===== src/rtl/count_display_drv.sv =====
// count_display_drv: mod-15 count -> two multiplexed 7-segment digits, plus WRAP/ERR flags.
// Optional: define BLANK_LEADING_ZERO_EN to darken the tens digit for values 0..9.
`default_nettype none

module count_display_drv #(
  parameter int REFRESH_DIV = 1000,
  parameter int PRESC_W     = (REFRESH_DIV > 1) ? $clog2(REFRESH_DIV) : 1
) (
  input  logic       CLK,
  input  logic       RESET,
  input  logic [3:0] Q,
  output logic [6:0] SEG,
  output logic [1:0] AN,
  output logic       WRAP,
  output logic       ERR
);

  localparam logic [0:0] DIG_ONES = 1'b0;
  localparam logic [0:0] DIG_TENS = 1'b1;

  localparam logic [6:0] SEG_DASH = 7'h40;
  localparam logic [6:0] SEG_OFF  = 7'h00;

  logic [3:0]         q_reg_q,  q_reg_d;
  logic [3:0]         q_prev_q, q_prev_d;
  logic [PRESC_W-1:0] presc_q,  presc_d;
  logic [0:0]         state_q,  state_d;
  logic [6:0]         seg_q,    seg_d;
  logic [1:0]         an_q,     an_d;
  logic               wrap_q,   wrap_d;
  logic               err_q,    err_d;

  logic               presc_term;
  logic               tens;
  logic [3:0]         ones;

  function automatic logic [6:0] seg_code(input logic [3:0] d);
    case (d)
      4'd0:    seg_code = 7'h3F;
      4'd1:    seg_code = 7'h06;
      4'd2:    seg_code = 7'h5B;
      4'd3:    seg_code = 7'h4F;
      4'd4:    seg_code = 7'h66;
      4'd5:    seg_code = 7'h6D;
      4'd6:    seg_code = 7'h7D;
      4'd7:    seg_code = 7'h07;
      4'd8:    seg_code = 7'h7F;
      4'd9:    seg_code = 7'h6F;
      default: seg_code = SEG_OFF;
    endcase
  endfunction

  assign presc_term = (presc_q == PRESC_W'(REFRESH_DIV - 1));
  assign tens       = (q_reg_q >= 4'd10);
  assign ones       = tens ? (q_reg_q - 4'd10) : q_reg_q;

  always_comb begin
    q_reg_d  = Q;
    q_prev_d = q_reg_q;
    presc_d  = presc_term ? '0 : presc_q + 1'b1;
    state_d  = presc_term ? ~state_q : state_q;
    // Display registers follow the phase and count held before this edge.
    an_d     = (state_q == DIG_ONES) ? 2'b01 : 2'b10;
    seg_d    = SEG_OFF;
    if (q_reg_q == 4'd15) begin
      seg_d = SEG_DASH;
    end else if (state_q == DIG_ONES) begin
      seg_d = seg_code(ones);
    end else begin
`ifdef BLANK_LEADING_ZERO_EN
      seg_d = tens ? seg_code(4'd1) : SEG_OFF;
`else
      seg_d = seg_code({3'b000, tens});
`endif
    end
    err_d  = (q_reg_q == 4'd15);
    wrap_d = (q_prev_q == 4'd14) && (q_reg_q == 4'd0);
  end

  always_ff @(posedge CLK) begin
    if (!RESET) begin
      q_reg_q  <= 4'd0;
      q_prev_q <= 4'd0;
      presc_q  <= '0;
      state_q  <= DIG_ONES;
      seg_q    <= SEG_OFF;
      an_q     <= 2'b00;
      wrap_q   <= 1'b0;
      err_q    <= 1'b0;
    end else begin
      q_reg_q  <= q_reg_d;
      q_prev_q <= q_prev_d;
      presc_q  <= presc_d;
      state_q  <= state_d;
      seg_q    <= seg_d;
      an_q     <= an_d;
      wrap_q   <= wrap_d;
      err_q    <= err_d;
    end
  end

  assign SEG  = seg_q;
  assign AN   = an_q;
  assign WRAP = wrap_q;
  assign ERR  = err_q;

endmodule

`default_nettype wire

===== config.mk =====
export PLATFORM = sky130hd
export DESIGN_NAME = count_display_drv
export DESIGN_NICKNAME = d
export VERILOG_FILES = /design/src/rtl/count_display_drv.sv
export SDC_FILE = /design/constraint.sdc
export NUM_CORES = 1
export LEC_CHECK = 0
export CORE_MARGIN = 3
export CORE_UTILIZATION = 54
export CTS_CLUSTER_DIAMETER = 30
export DETAILED_ROUTE_END_ITERATION = 12
export PLACE_DENSITY = 0.78
export SLEW_MARGIN = 20
export SYNTH_ARGS = -nofsm -noshare
export SYNTH_HDL_FRONTEND = slang
export SYNTH_SLANG_ARGS = --single-unit

===== constraint.sdc =====
create_clock -name CLK -period 2.51 [get_ports CLK]
set_input_delay 0.753 -clock CLK [delete_from_list [all_inputs] [get_ports CLK]]
set_output_delay 0.753 -clock CLK [all_outputs]
set_load 0.1 [all_outputs]

; ---- Word level (Yosys, flattened, before mapping)
; Memories as Yosys holds them, arrays and structs flattened.
; Index checks and enable logic that the tools add are counted.
[classes]
addsub = 2
order_cmp = 1
n_eq_ne = 3
mux = 5
bitwise = 3
n_reduce_logical = 4
[op_table]
columns = operator, n
row1 = $mux W7, 2
row2 = $pmux W7 S2, 1
row3 = $add A10 B1 Y10 const B, 1
row4 = $eq A10 B10 Y1 const B, 1
row5 = $eq A4 B4 Y1 const B, 2
row6 = $ge A4 B4 Y1 const B, 1
row7 = $logic_not A4 Y1, 1
row8 = $mux W4, 1
row9 = $reduce_or A2 Y1, 2
row10 = $sub A4 B4 Y4 const B, 1
row11 = $not A1 Y1, 3
row12 = $mux W2, 1
row13 = $logic_and A1 B1 Y1, 1
[totals]
ff_bits = 30
mem_bits_ro = 112
inputBits = 6
out_inout_bits = 11
memories = 1
[memory_table]
columns = memory, words, width, rd, rd_ports_with_merged_regs, wr, line
row1 = (name not given), 16, 7, 1, 0, 0, 38  ; case (d)

; ---- Longest topological paths before layout
; Gate-level depths: netlist (run 1).
[depth]
depth_word = 5
depth_mapped = 9
depth_no_buf = 8

; ---- Worst setup path after synthesis (run 1)
; OpenSTA, ideal clock, no wires.
[synth_timing]
path_type = reg-to-reg
from = register q_reg_q[1], in the netlist q_prev_d[1]
to = register seg_q[6], in the netlist SEG[6]
setup_ns = 0.071
t_arrival_ns = 1.831
slack_ns = 0.609
path_stages_with_launch = 9
path_cell_list = dfxtp_1 buf_4 clkinv_1 ha_1 buf_2 nor3_1 a211oi_1 a2111o_1 a21oi_1
[synth_via]
elab_chain_cells = 5
[synth_rtl]
columns = element, line
row1 = from (decl), 24  ; logic [3:0] q_reg_q, q_reg_d;
row2 = from (signal assigned), 91  ; q_reg_q <= q_reg_d;
row3 = $sub A4 B4 Y4 / $ge A4 B4 Y1 (equally long branches), "55, 54"
row4 = $mux W4, 55  ; assign ones = tens ? (q_reg_q - 4'd10) : q_reg_q;
row5 = $mem_v2 Z16 W7, -
row6 = $mux W7, 67  ; end else if (state_q == DIG_ONES) begin
row7 = $mux W7 *, 65  ; if (q_reg_q == 4'd15) begin
row8 = to (signal assigned), 95  ; seg_q <= seg_d;
row9 = to (decl), 28  ; logic [6:0] seg_q, seg_d;
; Every way passes the cells marked *; elsewhere a longest branch is shown, timed or not.
; A chain may end at the register's enable or synchronous reset.

; ---- Worst setup path in the final report (run 1)
[layout_timing]
from = register q_reg_q[2], in the netlist q_prev_d[2]
to = register seg_q[6], in the netlist SEG[6]
; The elaborated chain is that of the path after synthesis.

==> flow_summary.toml, run 1 <==
[layout]
syn2layout_area_growth_pct = 15.27
n_fill_cell = 202
drive_gt1_frac = 0.1638
multi_input_area_um2 = 705.7
nNetsFinal = 187
regArea_um2 = 600.6
diodes = 0

[timing]
hold_ws_ps = 455.4
fin_tns_setup_ps = 0
rsz0062_at_grt = "false"
max_freq_mhz = 477.3
fin_crit_ps = 2095
slew_violations = 0
final-hold-violation-count = 0
worstMarginPinSlew_ps = 440.4
maxSlewHeadroom = 0.7033
finalCritPeriodShare = 0.8347
fin_skew_ps = 7.682
setup_viol = 0

[logic_synthesis]
ys_top_cells_by_count = "30 x dfxtp_1, 19 x nor2_1, 16 x nand2_1"
netlist_instances = 159
synth-edff-count = 0
yosys-top-cells-area = "dfxtp_1 44%, nor2_1 5.2%, ha_1 4.5%"
yosys_warnings = 0
synth_area_um2 = 1376
syn_area_per_cell_um2 = 8.656
yosysMostFrequentCell = "dfxtp_1"
yosysSeqAreaShare = 0.4364
syn_nets = 170
synth.distinct_cells = 46
ys.flop_type = "dfxtp_1"
yosysTopAreaCellShare = 0.4364
synth_top_area_cell = "dfxtp_1"
synth-async-reset-ratio = 0
ys_seq_elements = 30

[floorplanning]
fp.dieH_um = 56.49
initial_core_util = 0.5936
dieArea_um2 = 3191
dieWidth_um = 56.49
std_cell_rows = 17
ioPinCount = 17
core_area_um2 = 2318

[clock_network]
worstSkewPairLatency_ps = 330
cts_tree = "done"
post_cts_resized = 0
cts_max_level = 2
clock-sinks = 30
cts_made_buffers = 5
clockBufferDepth = 2
cts_hold_buffers = 0
cts.reportedPaths.clkPinSlew_ps = 90
post_cts.repair.setup_buffers = 0
cts_root_buf = "clkbuf_4"

[min_path]
min-delay-path-class = "register to register"

[critical_path]
r2r_end = "SEG[6]$_SDFF_PN0_"
r2r_start = "q_prev_d[2]$_SDFF_PN0_"
worstSetupStartpointType = "register"
cp.required_ps = 2770
cp-startpoint = "q_prev_d[2]$_SDFF_PN0_"
worstPathMaxFanout = 12
r2r_slack_ps = 420
worstSetupPathType = "register to register"
crit_end = "SEG[6]$_SDFF_PN0_"
setup.worst_path.end_class = "register"
r2r_cells = 7
crit_arrival_ps = 2360

[grt]
grt_max_degree = 21
track_usage = 0.2051
grt_pass1_vias = 1116
globalRouteOverflowTotal = 0
grt_antenna_before_repair = 0
grt_first_pass_wirelength_um = 5043

[drt]
drt_iter0_markers = 44
avgRoutedWirePerCell_um = 14.81
routed_wl_um = 3037
vias_per_cell = 5.820
ant_nets = 0
vias = 1193
route.detailed.drc = 0
drtPass1Iterations = 4

[placed_design]
port_buffers = 16
dp_hpwl_um = 2211
place_congestion = 0.8907

[power]
p_leak_uw = 0.0006238
power.density_nw_per_um2 = 641.0
peakVddDrop_mv = 0.5213

[run_status]
status = "completed"

[job]
maxCapViolCount = 0
==> worst max-delay path, stage by stage (launching register included) <==
cell	delay [ps]
dfxtp_1	570
inv_1	120
ha_1	360
buf_4	180
nor3_1	180
a211oi_1	70
a2111o_1	400
a21oi_1	150
==> area by class of cell <==
cell class | count | area share
multi-input combinational | 114 | 0.4448
sequential | 30 | 0.3785
timing repair buffer | 20 | 0.1025
clock buffer | 6 | 0.03233
tap | 28 | 0.02208
inverter | 5 | 0.01183
clock inverter | 2 | 0.007886
==> placed cells by master, fill, tap and decap left out, types with 2 or more instances in the layout <==
cell type	n
nor2_1	19
xnor2_1	2
nand2b_1	3
nor4b_1	2
nand3_1	10
and3_1	2
nand4_1	3
dfxtp_1	30
buf_4	15
a21oi_1	9
o21ai_0	2
inv_1	4
xor2_1	2
nor2b_1	2
nand2_1	16
and2_1	6
a31oi_1	4
nor3_1	2
nand3b_1	2
clkbuf_4	5
clkdlybuf4s50_1	5
ha_1	5
==> kinds of logic (layout without fill, tap and decap cells) <==
logic type,Yosys count,after routing,share of synthesized area
compound gates,28,28,0.1409
simple gates,76,76,0.2927
mux,1,1,0.008181
fa+ha+maj,5,5,0.04545
buf+inv,15,33,0.05090
xor+xnor,4,4,0.02546
flops,30,30,0.4364
==> metrics by stage <==
| step | cells | setup slack [ps] | total power [uW] | utilization | cell area [um^2] |
|---|---|---|---|---|---|
| 6_report | 205 | 415.0 | 1017 | 0.6843 | 1587 |
| 5_1_grt | 205 | 171.3 | 1069 | 0.6843 | 1587 |
| 4_1_cts | 205 | 433.1 | 1029 | 0.6843 | 1587 |
| 3_5_place_dp | 197 | 457.0 | 731.3 | 0.6568 | 1523 |
| 3_3_place_gp | 197 | 485.2 | 728.9 | 0.6568 | 1523 |
| 2_1_floorplan | 159 | 608.9 | 681.6 | - | 1376 |
==> state kept, by name, summed over array words and instances, names as in the netlist <==
register / cells
q_prev_d: 4
WRAP: 1
ERR: 1
presc_q: 10
q_prev_q: 4
AN: 2
state_q: 1
SEG: 7
==> layer usage <==
layer / wire length (um) / vias to the layer above / global-route usage
li1: - / 597 / -
met1: 1397 / 556 / 0.2652
met2: 1390 / 36 / 0.2970
met3: 200 / 4 / 0.07586
met4: 48 / 0 / 0.1017
met5: 0 / - / 0
==> how the worst min path moves through the flow <==
stage                                start                     to  slack (ps)  cells after the start
floorplan           q_prev_q[1]$_SDFF_PN0_        WRAP$_SDFF_PN0_         410                      2
global placement     presc_q[0]$_SDFF_PP0_  presc_q[0]$_SDFF_PP0_         420                      1
detailed placement  q_prev_q[1]$_SDFF_PN0_        WRAP$_SDFF_PN0_         430                      2
CTS                 q_prev_q[1]$_SDFF_PN0_        WRAP$_SDFF_PN0_         460                      2
global route        q_prev_q[3]$_SDFF_PN0_        WRAP$_SDFF_PN0_         480                      2
finish              q_prev_q[1]$_SDFF_PN0_        WRAP$_SDFF_PN0_         460                      2
==> where the power goes <==
part | internal (uW) | total [uW] | switching [uW]
logic | 60.5 | 205 | 144
registers | 500 | 516 | 15.8
clock network | 134 | 296 | 162
total | 695 | 1020 | 322
(Power assumes the default switching activity.)
==> run 2: changes to the inputs <==
==> constraint.sdc (replaced) <==
create_clock -name CLK -period 2 [get_ports CLK]
set_input_delay 0.6 -clock CLK [delete_from_list [all_inputs] [get_ports CLK]]
set_output_delay 0.6 -clock CLK [all_outputs]
set_load 0.1 [all_outputs]
==> flow_summary.toml, run 2 (synthesis results as in run 1) <==
[run_status]
status = "completed"

[layout]
largest_register_ffs = 10
drive_gt1_frac = 0.1823
nNetsFinal = 192
final_common_cell = "dfxtp_1"
diodes = 0
final_cell_mix = "30 x dfxtp_1, 19 x nor2_1, 16 x nand2_1"
top_register = "presc_q"
syn2layout_area_growth_pct = 29.27
fin_cells = 209
postLayoutCoreUtil = 0.7674

[timing]
maxSlewHeadroom = 0.7711
fin_skew_ps = 13.67
rsz0062_at_grt = "false"
final-hold-violation-count = 0
layout_setup_ws_ps = 224.5
fin_crit_ps = 1776
setup_viol = 0
finalCritPeriodShare = 0.8878
fin_tns_setup_ps = 0
slew_violations = 0
worstMarginPinSlew_ps = 339.8
max_freq_mhz = 563.2

[clock_network]
clock-sinks = 30
cts_max_level = 2
worstSkewPairLatency_ps = 340
cts_tree = "done"
post_cts.repair.setup_buffers = 0
cts_root_buf = "clkbuf_4"
post_cts_resized = 0
cts_made_buffers = 5
cts_hold_buffers = 0
clockBufferDepth = 2
cts.reportedPaths.clkPinSlew_ps = 100

[critical_path]
worstSetupPathType = "register to register"
worstSetupStartpointType = "register"
crit_arrival_ps = 2060
cp_slowest_cell = "ha_1"
setup.worst_path.end_class = "register"
cp.required_ps = 2280
worstPathMaxFanout = 6
critPathMaxStageDelay_ps = 420
crit_family = "compound AO/OA/AOI/OAI gates"
path_cells = "clkinv_1 > ha_1 > nand2_1 > o2bb2ai_1 > a2111o_1 > a21oi_1"
worst-path-buf-inv = 1

[grt]
track_usage = 0.2185
grt_max_degree = 19
grt_antenna_before_repair = 0
grt_pass1_vias = 1221
globalRouteOverflowTotal = 0
grt_first_pass_wirelength_um = 5340

[floorplanning]
fp.dieH_um = 56.49
initial_core_util = 0.5936
dieArea_um2 = 3191
dieWidth_um = 56.49
core_area_um2 = 2318
ioPinCount = 17
std_cell_rows = 17

[power]
power.density_nw_per_um2 = 819.2
peakVddDrop_mv = 0.6579
p_leak_uw = 0.0006987

[placed_design]
port_buffers = 16
place_congestion = 0.8720
dpl.cell_count = 202
dp_hpwl_um = 2334
pre_cts_ws_ps = 163.2

[drt]
route.met2.wl_um = 1516
vias = 1268
route.detailed.drc = 0
drt_iter0_markers = 31
met1_length_um = 1353
vias_per_cell = 6.067
dr.max_layer_used = "met4"
avgRoutedWirePerCell_um = 15.10
drtPass1Iterations = 4
routed_wl_um = 3155
ant_nets = 0
wl_met3_um = 199

[job]
maxCapViolCount = 0

[min_path]
min-delay-path-class = "register to register"
## run 2: cell types whose count changed in the layout (fill, tap and decap cells not counted)
cell,previous run,this run
buf_12,0,11
bufinv_16,0,1
buf_4,15,9
clkinvlp_4,1,0
clkinv_2,1,0
## run 2: layout make-up
class,count,area [um^2]
flip-flops and latches,30,600.6
inverters,5,18.77
repair buffers,25,337.8
multi-input cells,114,705.7
well taps,28,35.03
clock inverters,1,30.03
clock buffers,6,51.30
fillers,156,539.3
## run 2: final timing paths
path	start	to	slack, ps	cells after the start
setup / recovery	q_prev_d[1]$_SDFF_PN0_	SEG[6]$_SDFF_PN0_	220	6
hold / removal	q_prev_q[1]$_SDFF_PN0_	WRAP$_SDFF_PN0_	450	2
setup reg to reg	q_prev_d[1]$_SDFF_PN0_	SEG[6]$_SDFF_PN0_	220	6
hold reg to reg	q_prev_q[1]$_SDFF_PN0_	WRAP$_SDFF_PN0_	450	2
## run 2: worst register-to-register path: cells and delay by family (launching register included)
kind | cells | cell delay, ps
and+or+nand+nor | 1 | 150
AOI/OAI and AO/OA | 3 | 700
DFF | 1 | 340
buffers and inverters | 1 | 110
adders and majority gates | 1 | 420
## run 2: power breakdown
part,total [uW],internal (uW),switching [uW]
clock network,497,291,207
registers,655,628,26.4
logic,305,119,186
## run 2: metal layers
layer	vias to the layer above	track usage
li1	607	-
met1	604	0.2614
met2	48	0.3531
met3	9	0.05057
met4	0	0.1288
met5	-	0
## run 2: stage by stage
| step | area (um^2) | total power [uW] | hold slack (ps) |
|---|---|---|---|
| 2_1_floorplan | 1376 | 855.4 | 414.8 |
| 3_3_place_gp | 1698 | 966.3 | 425.1 |
| 3_5_place_dp | 1698 | 972.7 | 442.1 |
| 4_1_cts | 1779 | 1456 | 450.5 |
| 5_1_grt | 1779 | 1509 | 459.1 |
| 6_report | 1779 | 1458 | 449.3 |
